$ cat src/rtl/aes_key_schedule_if.sv
// Purpose : bundle of the AES-128 key schedule command/response signals.
// Signals : start, dec, key_in, rk_next  - driven by the consumer (master)
//           busy, rk_valid, rk_out,
//           rk_idx, rk_last              - driven by the key schedule (slave)
interface aes_key_schedule_if;
    logic         start;
    logic         dec;
    logic [127:0] key_in;
    logic         rk_next;
    logic         busy;
    logic         rk_valid;
    logic [127:0] rk_out;
    logic [3:0]   rk_idx;
    logic         rk_last;

    modport master (
        output start, dec, key_in, rk_next,
        input  busy, rk_valid, rk_out, rk_idx, rk_last
    );

    modport slave (
        input  start, dec, key_in, rk_next,
        output busy, rk_valid, rk_out, rk_idx, rk_last
    );
endinterface

$ cat src/rtl/aes_key_schedule.sv
// Purpose : iterative AES-128 key expansion (one round key per cycle) into
//           an (NR+1) x 128 round-key store, then serves the round keys in
//           encrypt order (0..NR) or decrypt order (NR..0), wrapping after
//           the last key so the next block reuses the schedule.
// Ports   : clk   - single clock, rising edge
//           rst_n - synchronous reset, active-low
//           bus   - aes_key_schedule_if.slave (start/dec/key_in/rk_next in,
//                   busy/rk_valid/rk_out/rk_idx/rk_last out)
module aes_key_schedule #(
    parameter int NR = 10
) (
    input  logic             clk,
    input  logic             rst_n,
    aes_key_schedule_if.slave bus
);
    localparam logic [3:0] LAST_IDX  = 4'(NR);
    localparam logic [1:0] ST_IDLE   = 2'd0;
    localparam logic [1:0] ST_EXPAND = 2'd1;
    localparam logic [1:0] ST_READY  = 2'd2;

    localparam logic [7:0] SBOX [256] = '{
        8'h63, 8'h7c, 8'h77, 8'h7b, 8'hf2, 8'h6b, 8'h6f, 8'hc5, 8'h30, 8'h01, 8'h67, 8'h2b, 8'hfe, 8'hd7, 8'hab, 8'h76,
        8'hca, 8'h82, 8'hc9, 8'h7d, 8'hfa, 8'h59, 8'h47, 8'hf0, 8'had, 8'hd4, 8'ha2, 8'haf, 8'h9c, 8'ha4, 8'h72, 8'hc0,
        8'hb7, 8'hfd, 8'h93, 8'h26, 8'h36, 8'h3f, 8'hf7, 8'hcc, 8'h34, 8'ha5, 8'he5, 8'hf1, 8'h71, 8'hd8, 8'h31, 8'h15,
        8'h04, 8'hc7, 8'h23, 8'hc3, 8'h18, 8'h96, 8'h05, 8'h9a, 8'h07, 8'h12, 8'h80, 8'he2, 8'heb, 8'h27, 8'hb2, 8'h75,
        8'h09, 8'h83, 8'h2c, 8'h1a, 8'h1b, 8'h6e, 8'h5a, 8'ha0, 8'h52, 8'h3b, 8'hd6, 8'hb3, 8'h29, 8'he3, 8'h2f, 8'h84,
        8'h53, 8'hd1, 8'h00, 8'hed, 8'h20, 8'hfc, 8'hb1, 8'h5b, 8'h6a, 8'hcb, 8'hbe, 8'h39, 8'h4a, 8'h4c, 8'h58, 8'hcf,
        8'hd0, 8'hef, 8'haa, 8'hfb, 8'h43, 8'h4d, 8'h33, 8'h85, 8'h45, 8'hf9, 8'h02, 8'h7f, 8'h50, 8'h3c, 8'h9f, 8'ha8,
        8'h51, 8'ha3, 8'h40, 8'h8f, 8'h92, 8'h9d, 8'h38, 8'hf5, 8'hbc, 8'hb6, 8'hda, 8'h21, 8'h10, 8'hff, 8'hf3, 8'hd2,
        8'hcd, 8'h0c, 8'h13, 8'hec, 8'h5f, 8'h97, 8'h44, 8'h17, 8'hc4, 8'ha7, 8'h7e, 8'h3d, 8'h64, 8'h5d, 8'h19, 8'h73,
        8'h60, 8'h81, 8'h4f, 8'hdc, 8'h22, 8'h2a, 8'h90, 8'h88, 8'h46, 8'hee, 8'hb8, 8'h14, 8'hde, 8'h5e, 8'h0b, 8'hdb,
        8'he0, 8'h32, 8'h3a, 8'h0a, 8'h49, 8'h06, 8'h24, 8'h5c, 8'hc2, 8'hd3, 8'hac, 8'h62, 8'h91, 8'h95, 8'he4, 8'h79,
        8'he7, 8'hc8, 8'h37, 8'h6d, 8'h8d, 8'hd5, 8'h4e, 8'ha9, 8'h6c, 8'h56, 8'hf4, 8'hea, 8'h65, 8'h7a, 8'hae, 8'h08,
        8'hba, 8'h78, 8'h25, 8'h2e, 8'h1c, 8'ha6, 8'hb4, 8'hc6, 8'he8, 8'hdd, 8'h74, 8'h1f, 8'h4b, 8'hbd, 8'h8b, 8'h8a,
        8'h70, 8'h3e, 8'hb5, 8'h66, 8'h48, 8'h03, 8'hf6, 8'h0e, 8'h61, 8'h35, 8'h57, 8'hb9, 8'h86, 8'hc1, 8'h1d, 8'h9e,
        8'he1, 8'hf8, 8'h98, 8'h11, 8'h69, 8'hd9, 8'h8e, 8'h94, 8'h9b, 8'h1e, 8'h87, 8'he9, 8'hce, 8'h55, 8'h28, 8'hdf,
        8'h8c, 8'ha1, 8'h89, 8'h0d, 8'hbf, 8'he6, 8'h42, 8'h68, 8'h41, 8'h99, 8'h2d, 8'h0f, 8'hb0, 8'h54, 8'hbb, 8'h16
    };

    logic [1:0]   state_reg;
    logic [127:0] prev_reg;     // last key produced; avoids reading the store during expansion
    logic [7:0]   rcon_reg;
    logic [3:0]   cnt_reg;
    logic [3:0]   ptr_reg;
    logic [3:0]   ptr_next;
    logic         dec_reg;
    logic [127:0] rk_out_reg;
    logic [127:0] store [NR+1];

    // Round function on the previous key
    logic [31:0]  w0, w1, w2, w3, rot_word, sub_word, n0, n1, n2, n3;
    logic [127:0] next_key;
    logic [7:0]   rcon_next;

    assign w0       = prev_reg[127:96];
    assign w1       = prev_reg[95:64];
    assign w2       = prev_reg[63:32];
    assign w3       = prev_reg[31:0];
    assign rot_word = {w3[23:0], w3[31:24]};

    genvar gi;
    generate
        for (gi = 0; gi < 4; gi++) begin : g_sub
            assign sub_word[gi*8 +: 8] = SBOX[rot_word[gi*8 +: 8]];
        end
    endgenerate

    assign n0        = w0 ^ sub_word ^ {rcon_reg, 24'h0};
    assign n1        = w1 ^ n0;
    assign n2        = w2 ^ n1;
    assign n3        = w3 ^ n2;
    assign next_key  = {n0, n1, n2, n3};
    assign rcon_next = {rcon_reg[6:0], 1'b0} ^ (rcon_reg[7] ? 8'h1b : 8'h00);

    // Control decode
    logic is_expand, is_ready, start_ok, step_ok, expand_done, rk_load;

    assign is_expand   = (state_reg == ST_EXPAND);
    assign is_ready    = (state_reg == ST_READY);
    assign start_ok    = bus.start && !is_expand;           // start ignored mid-expansion
    assign step_ok     = is_ready && bus.rk_next && !bus.start;  // start beats rk_next
    assign expand_done = is_expand && (cnt_reg == LAST_IDX);
    assign rk_load     = expand_done || step_ok;

    always_comb begin
        ptr_next = ptr_reg;
        if (expand_done) begin
            ptr_next = dec_reg ? LAST_IDX : 4'd0;
        end else if (step_ok) begin
            if (dec_reg)
                ptr_next = (ptr_reg == 4'd0) ? LAST_IDX : ptr_reg - 4'd1;
            else
                ptr_next = (ptr_reg == LAST_IDX) ? 4'd0 : ptr_reg + 4'd1;
        end
    end

    // Single write port into the round-key store
    logic         wr_en;
    logic [3:0]   wr_addr;
    logic [127:0] wr_data;

    assign wr_en   = rst_n && (start_ok || is_expand);
    assign wr_addr = start_ok ? 4'd0 : cnt_reg;
    assign wr_data = start_ok ? bus.key_in : next_key;

    always_ff @(posedge clk) begin
        if (wr_en)
            store[wr_addr] <= wr_data;
    end

    always_ff @(posedge clk) begin
        if (!rst_n) begin
            state_reg  <= ST_IDLE;
            prev_reg   <= '0;
            rcon_reg   <= '0;
            cnt_reg    <= '0;
            ptr_reg    <= '0;
            dec_reg    <= 1'b0;
            rk_out_reg <= '0;
        end else begin
            ptr_reg <= ptr_next;
            // Key NR is being written this very edge, so a decrypt schedule
            // takes its first key straight from the round function.
            if (rk_load)
                rk_out_reg <= (expand_done && dec_reg) ? next_key : store[ptr_next];
            if (start_ok) begin
                prev_reg  <= bus.key_in;
                dec_reg   <= bus.dec;
                rcon_reg  <= 8'h01;
                cnt_reg   <= 4'd1;
                state_reg <= ST_EXPAND;
            end else if (is_expand) begin
                prev_reg <= next_key;
                rcon_reg <= rcon_next;
                cnt_reg  <= cnt_reg + 4'd1;
                if (expand_done)
                    state_reg <= ST_READY;
            end
        end
    end

    assign bus.busy     = is_expand;
    assign bus.rk_valid = is_ready;
    assign bus.rk_out   = rk_out_reg;
    assign bus.rk_idx   = ptr_reg;
    assign bus.rk_last  = is_ready && (dec_reg ? (ptr_reg == 4'd0) : (ptr_reg == LAST_IDX));
endmodule

$ cat src/flat_wrapper.sv
// flat-port wrapper written by rule: the top's interface ports become plain ports
module aes_key_schedule_flat 
#(
    parameter int NR = 10
)
  (clk, rst_n, bus_start, bus_dec, bus_key_in, bus_rk_next, bus_busy, bus_rk_valid, bus_rk_out, bus_rk_idx, bus_rk_last);
  aes_key_schedule_if bus_i ();
  input  logic clk;
  input  logic rst_n;
  input wire logic [$bits(bus_i.start)-1:0] bus_start;
  input wire logic [$bits(bus_i.dec)-1:0] bus_dec;
  input wire logic [$bits(bus_i.key_in)-1:0] bus_key_in;
  input wire logic [$bits(bus_i.rk_next)-1:0] bus_rk_next;
  output wire logic [$bits(bus_i.busy)-1:0] bus_busy;
  output wire logic [$bits(bus_i.rk_valid)-1:0] bus_rk_valid;
  output wire logic [$bits(bus_i.rk_out)-1:0] bus_rk_out;
  output wire logic [$bits(bus_i.rk_idx)-1:0] bus_rk_idx;
  output wire logic [$bits(bus_i.rk_last)-1:0] bus_rk_last;
  assign bus_i.start = bus_start;
  assign bus_i.dec = bus_dec;
  assign bus_i.key_in = bus_key_in;
  assign bus_i.rk_next = bus_rk_next;
  assign bus_busy = bus_i.busy;
  assign bus_rk_valid = bus_i.rk_valid;
  assign bus_rk_out = bus_i.rk_out;
  assign bus_rk_idx = bus_i.rk_idx;
  assign bus_rk_last = bus_i.rk_last;
  aes_key_schedule #(.NR(NR)) u_core (.clk(clk), .rst_n(rst_n), .bus(bus_i));
endmodule
$ cat config.mk
export PLATFORM = sky130hd
export DESIGN_NAME = aes_key_schedule_flat
export DESIGN_NICKNAME = d
export VERILOG_FILES = /design/src/rtl/aes_key_schedule_if.sv /design/src/rtl/aes_key_schedule.sv /design/src/flat_wrapper.sv
export SDC_FILE = /design/constraint.sdc
export NUM_CORES = 2
export LEC_CHECK = 0
export BUFFER_PORTS_ARGS = -buffer_cell sky130_fd_sc_hd__buf_2
export CORE_UTILIZATION = 40
export CTS_BUF_LIST = sky130_fd_sc_hd__clkbuf_2
export CTS_CLUSTER_DIAMETER = 150
export DETAILED_ROUTE_END_ITERATION = 8
export SYNTH_ARGS = -nofsm -noshare
export SYNTH_HDL_FRONTEND = slang
export SYNTH_SLANG_ARGS = --single-unit
$ cat constraint.sdc
create_clock -name clk -period 38.5 [get_ports clk]
set_clock_uncertainty 0.1 [all_clocks]
set_input_delay 7.7 -clock clk [delete_from_list [all_inputs] [get_ports clk]]
set_output_delay 7.7 -clock clk [all_outputs]
set_load 0.02 [all_outputs]
# Word-level counts from Yosys, hierarchy flattened
# Memory sizes are Yosys's and may differ from the RTL's. A register that Yosys moved wholly into a read port is not among the register bits.
# Index checks and enable logic that the tools add are counted.
# op_classes
add_sub_neg	3
order_cmp	4
n_reduce_logical	17
eq_ne	4
bitwise_logic	11
mux	29
# ops
op	count
128-bit two-way mux	3
32-bit bitwise XOR	5
8-bit two-way mux	8
9-bit >= comparator (second input constant)	4
8-bit NOT with 9-bit output	4
4-bit two-way mux	7
1-bit two-way mux	10
4-bit by 1-bit adder with 4-bit output (second input constant)	2
4-bit equality test (second input constant)	2
8-bit by 5-bit bitwise XOR with 8-bit output	1
1-bit logical AND	6
5-bit two-way mux	1
4-bit zero test	1
2-bit AND reduction	2
2-bit nonzero test	2
4-bit by 1-bit subtractor with 4-bit output (second input constant)	1
1-bit zero test	3
2-bit by 1-bit equality test with 1-bit output (second input constant)	1
2-bit equality test (second input constant)	1
1-bit logical OR	2
2-bit OR reduction	1
1-bit NOT	1
# word_totals
output_inout_bits	135
romBits	8192
inputBits	133
ram_bits	1408
word_cells	82
memories	5
register_bits	147
# mem_list
memory	depth	width	rd	rd_ports_with_merged_regs	write_ports	line_no	rtl
(name not given)	256	8	1	0	0	aes_key_schedule.sv:64	assign sub_word[gi*8 +: 8] = SBOX[rot_word[gi*8 +: 8]];
(name not given)	256	8	1	0	0	aes_key_schedule.sv:64	
(name not given)	256	8	1	0	0	aes_key_schedule.sv:64	
(name not given)	256	8	1	0	0	aes_key_schedule.sv:64	
u_core.store	11	128	1	1	1	aes_key_schedule.sv:48	logic [127:0] store [NR+1];

# Logic depth before layout (Yosys ltp)
# depth
depth_word	11
depth_mapped	17
mapped_depth_nobuf	11

# Least setup slack after synthesis
# OpenSTA, ideal clock, no wires.
# synth_path
path_type	in2reg
from	in rst_n
to	mem u_core.store[3][0], enable pin
required_time_ns	37.471
arrival_ns	20.150
path_buffers	1
setup_slack_ns	17.321
setup_time_ns	0.929
stages	3
path_cell_list	clkbuf_1 > nand2_1 > nor4_1
# synth_between
elab_chain_cells	3
# synth_rtl
item	line_no	rtl
start, declared	flat_wrapper.sv:9	input logic rst_n;
1-bit logical AND	aes_key_schedule.sv:102	assign wr_en = rst_n && (start_ok || is_expand);
1-bit two-way mux	aes_key_schedule.sv:107	if (wr_en)
1-bit two-way mux (not written as such)	aes_key_schedule.sv:108	store[wr_addr] <= wr_data;
end, declared	aes_key_schedule.sv:48	
# Every way passes these cells.

# Final worst setup path
# layout_path
from	in bus_start
to	reg u_core.rk_out_reg[31], in the netlist u_core.bus.rk_out[31], read port of u_core.store
# layout_between
elab_chain_cells	4
word_cells_on_any_way	5
classes_between	mux (2); reduce/logical (3)
# layout_rtl
item	line_no	rtl
start, declared	flat_wrapper.sv:10	input wire logic [$bits(bus_i.start)-1:0] bus_start;
1-bit zero test *	aes_key_schedule.sv:81	assign step_ok = is_ready && bus.rk_next && !bus.start;
1-bit logical AND *	aes_key_schedule.sv:81	
4-bit two-way mux	aes_key_schedule.sv:89	end else if (step_ok) begin
4-bit two-way mux	aes_key_schedule.sv:87	if (expand_done) begin
end, declared	aes_key_schedule.sv:47	logic [127:0] rk_out_reg;
# Every way passes the cells marked *; elsewhere a longest branch is shown, timed or not.
# A chain may end at the register's enable or synchronous reset.

==> impl_results.md <==
- WL final: approximately 340 mm
- Number of global-route vias before repair: 66.5k
- Placed Cells: 10.5k
- GP Congestion: 0.994
- Worst Setup End Kind: register
- RSZ-0062 raised after global routing: false
- Resize count post-CTS: 0
- Via Count: 70.8k
- Yosys reg bits: 1683
- Peak supply drop: 0.0000652 V
- Global route overflow: 0
- CTS hold repair buffers: 0
- Dpl hpwl: between 200 and 250 mm
- CP Launch Type: input pin
- Total GRT Usage: 0.314
- Initial antenna violation count: 24
- CTS tree: done
- Final worst slack: 25.67 ns
- Synth top area share: 0.502
- Die H: 461 microns
- Final net count: between 8k and 9k
- Post-CTS setup buffer count: 0
- Max-slew violation count: 0
- Clock transition at path regs: 0.09 ns
- Leak pwr: about 33 nW
- 1st-iter DRT viols: 9246
- Layout area overhead: 9.28%
- Final Hold Vio Count: 0
- TritonCTS Sinks: 1683
- Pwr/cell area: 89.1 mW/mm^2
- Violated checks: antenna violations
- Max reg flops: 1408
- Initial core utilization: 0.402
- Top-count cell post-synth: edfxtp_1
- Post-route cell area: ~0.092 sq mm
- Total iterations of the first detailed-routing run: 9
- First-pass GRT wire length: 485 mm
- Longest Clk Path Bufs: 4
- Total die area: 0.212 sq mm
- Gate Count Post-Synth: 7933
- Seq/Total Area, Yosys: 0.568
- Total CTS buffers: between 400 and 500
- WS Path Type: in -> reg
- Setup TNS: 0 ns
- Worst-Margin Slew: approximately 1.4 ns
- Ports: 268
- Tmin final: around 13 ns
- Fin crit share: 0.333
- Most frequent cells after synthesis: edfxtp_1 (1408), nand2_1 (1356), clkbuf_1 (519), nor2_1 (497), a21oi_1 (430)
- Worst Hold Slack: 0.375 ns
- Number of synthesized flops with an enable pin: 1408
- Total chip power: 8.20 mW
- DR vias/cell: between 6 and 7
- Clk_lat worst skew: 1.96 ns
- Syn avg cell area: 10.6 sq um
- Worst min-delay path class: reg -> reg
- Final non-filler cell total: about 11k
- Largest net degree at the start of global routing: 163
- Met2 routed WL: 152 mm
- Worst EP required: 40.08 ns
- Post-Syn Area: 0.0842 sq mm
- Synthesized net count: 8132
- Core Util, Final: 0.439
- Synth Flop Type: edfxtp_1
- Top sig layer: met5
- Yosys cell types: 94
- Arrival time at the worst endpoint: approximately 14 ns
- # fillers: 20.0k
- Final setup viols: 0
- Core area: 0.209 sq mm
- # rows: 168
- Highest clock rate: 77.9 MHz
- Top post-synthesis cells by area: edfxtp_1 (50%), dfxtp_1 (6.5%), nand2_1 (6.0%)
- Status: complete, but fails checks
- Root Driver: clkbuf_2
- Share of cells above drive strength 1: 0.164
- Synthesis Warnings: 0
- Port bufs: 267
- Placement Cell Area: 0.0882 sq mm
- WL met3: around 32 mm
- Worst slack, placed: 24.13 ns
- Max cap viols: 0
- Crit path max fanout: about 150
- DRT met1 WL: around 140 mm
- Die width: 461 microns
- Asr flop ratio synth: 0
- Max-Slew Margin vs Limit: 0.0331
- H-tree Lvls: 5
- Post-DRT Antenna Nets: 1
- Wirelength per Cell: 30.3 microns
- Leading area contributor after synthesis: edfxtp_1
- Drt drc: 0
-- area by class of cell --
class | count | area [sq um] | share of cell area
Clock inverter | 118 | 498 | 0.00541
Inverter | 75 | 284 | 0.00309
Timing Repair Buffer | 486 | 3090 | 0.0336
Sequential cell | 1683 | 47800 | 0.520
Antenna cell | 22 | 55.1 | 0.000598
Multi-Input combinational cell | 5434 | 33500 | 0.364
Clock buffer | 656 | 3280 | 0.0357
Tap cell | 2805 | 3510 | 0.0381
-- cell families (layout without fill, tap and decap cells) --
logic type / count (synthesis) / in the layout / synth area share
buf+inv: 816 / 1335 / 0.0382
fa+ha+maj: 66 / 66 / 0.00981
xor+xnor: 198 / 198 / 0.0248
mux: 161 / 161 / 0.0260
simple gates: 2893 / 2893 / 0.157
compound gates: 2116 / 2116 / 0.177
flops: 1683 / 1683 / 0.568
other cells: 0 / 22 / 0
-- path summary, 6_finish.rpt --
path | from | end | slack [ns] | cells past startpoint
worst max-delay path | bus_start | u_core.bus.rk_out[31] | 25.67 | 14
worst min-delay path | u_core.prev_reg[44] | u_core.prev_reg[44] | 0.38 | 2
worst max register to register | u_core.bus.rk_idx[0] | u_core.bus.rk_out[39] | 31.46 | 16
worst min register to register | u_core.prev_reg[44] | u_core.prev_reg[44] | 0.38 | 2
-- per-layer routing --
metal	GRT usage	up-vias
met4	0.183	10
met5	0	-
met2	0.474	4146
li1	-	30601
met1	0.416	35231
met3	0.0672	791
-- critical path, cell delays in order --
cell and delay [ns]:
buf_2 0.08, buf_4 0.37, nand4bb_1 0.37, o31a_2 0.21
buf_4 0.70, a22o_4 0.60, buf_4 0.84, buf_12 0.56
buf_4 0.81, buf_4 0.84, nor2_1 0.08, o311ai_0 0.36
o311ai_0 0.20, a31oi_1 0.22
-- placed cells by master (no fill, tap or decap), types with 64 or more instances in the layout --
cell and count:
edfxtp_1 1408, nand2_1 1352, clkbuf_2 656, nor2_1 484, a21oi_1 426, o21ai_0 311
buf_2 266, dfxtp_1 264, and3_1 238, a311oi_1 235, buf_4 210, a211oi_1 188
nand3_1 185, a31oi_1 176, o311ai_0 146, nor3_1 130, xnor2_1 122, nand2b_1 116
nor2b_1 101, clkinv_1 99, mux2i_1 80, ha_1 66, a211o_1 64
-- power breakdown --
part,internal [mW],switching [mW]
logic,1.17,2.95
registers,2.77,0.114
clock network,0.458,0.739
No activity file was read; power rests on OpenSTA's default activity.
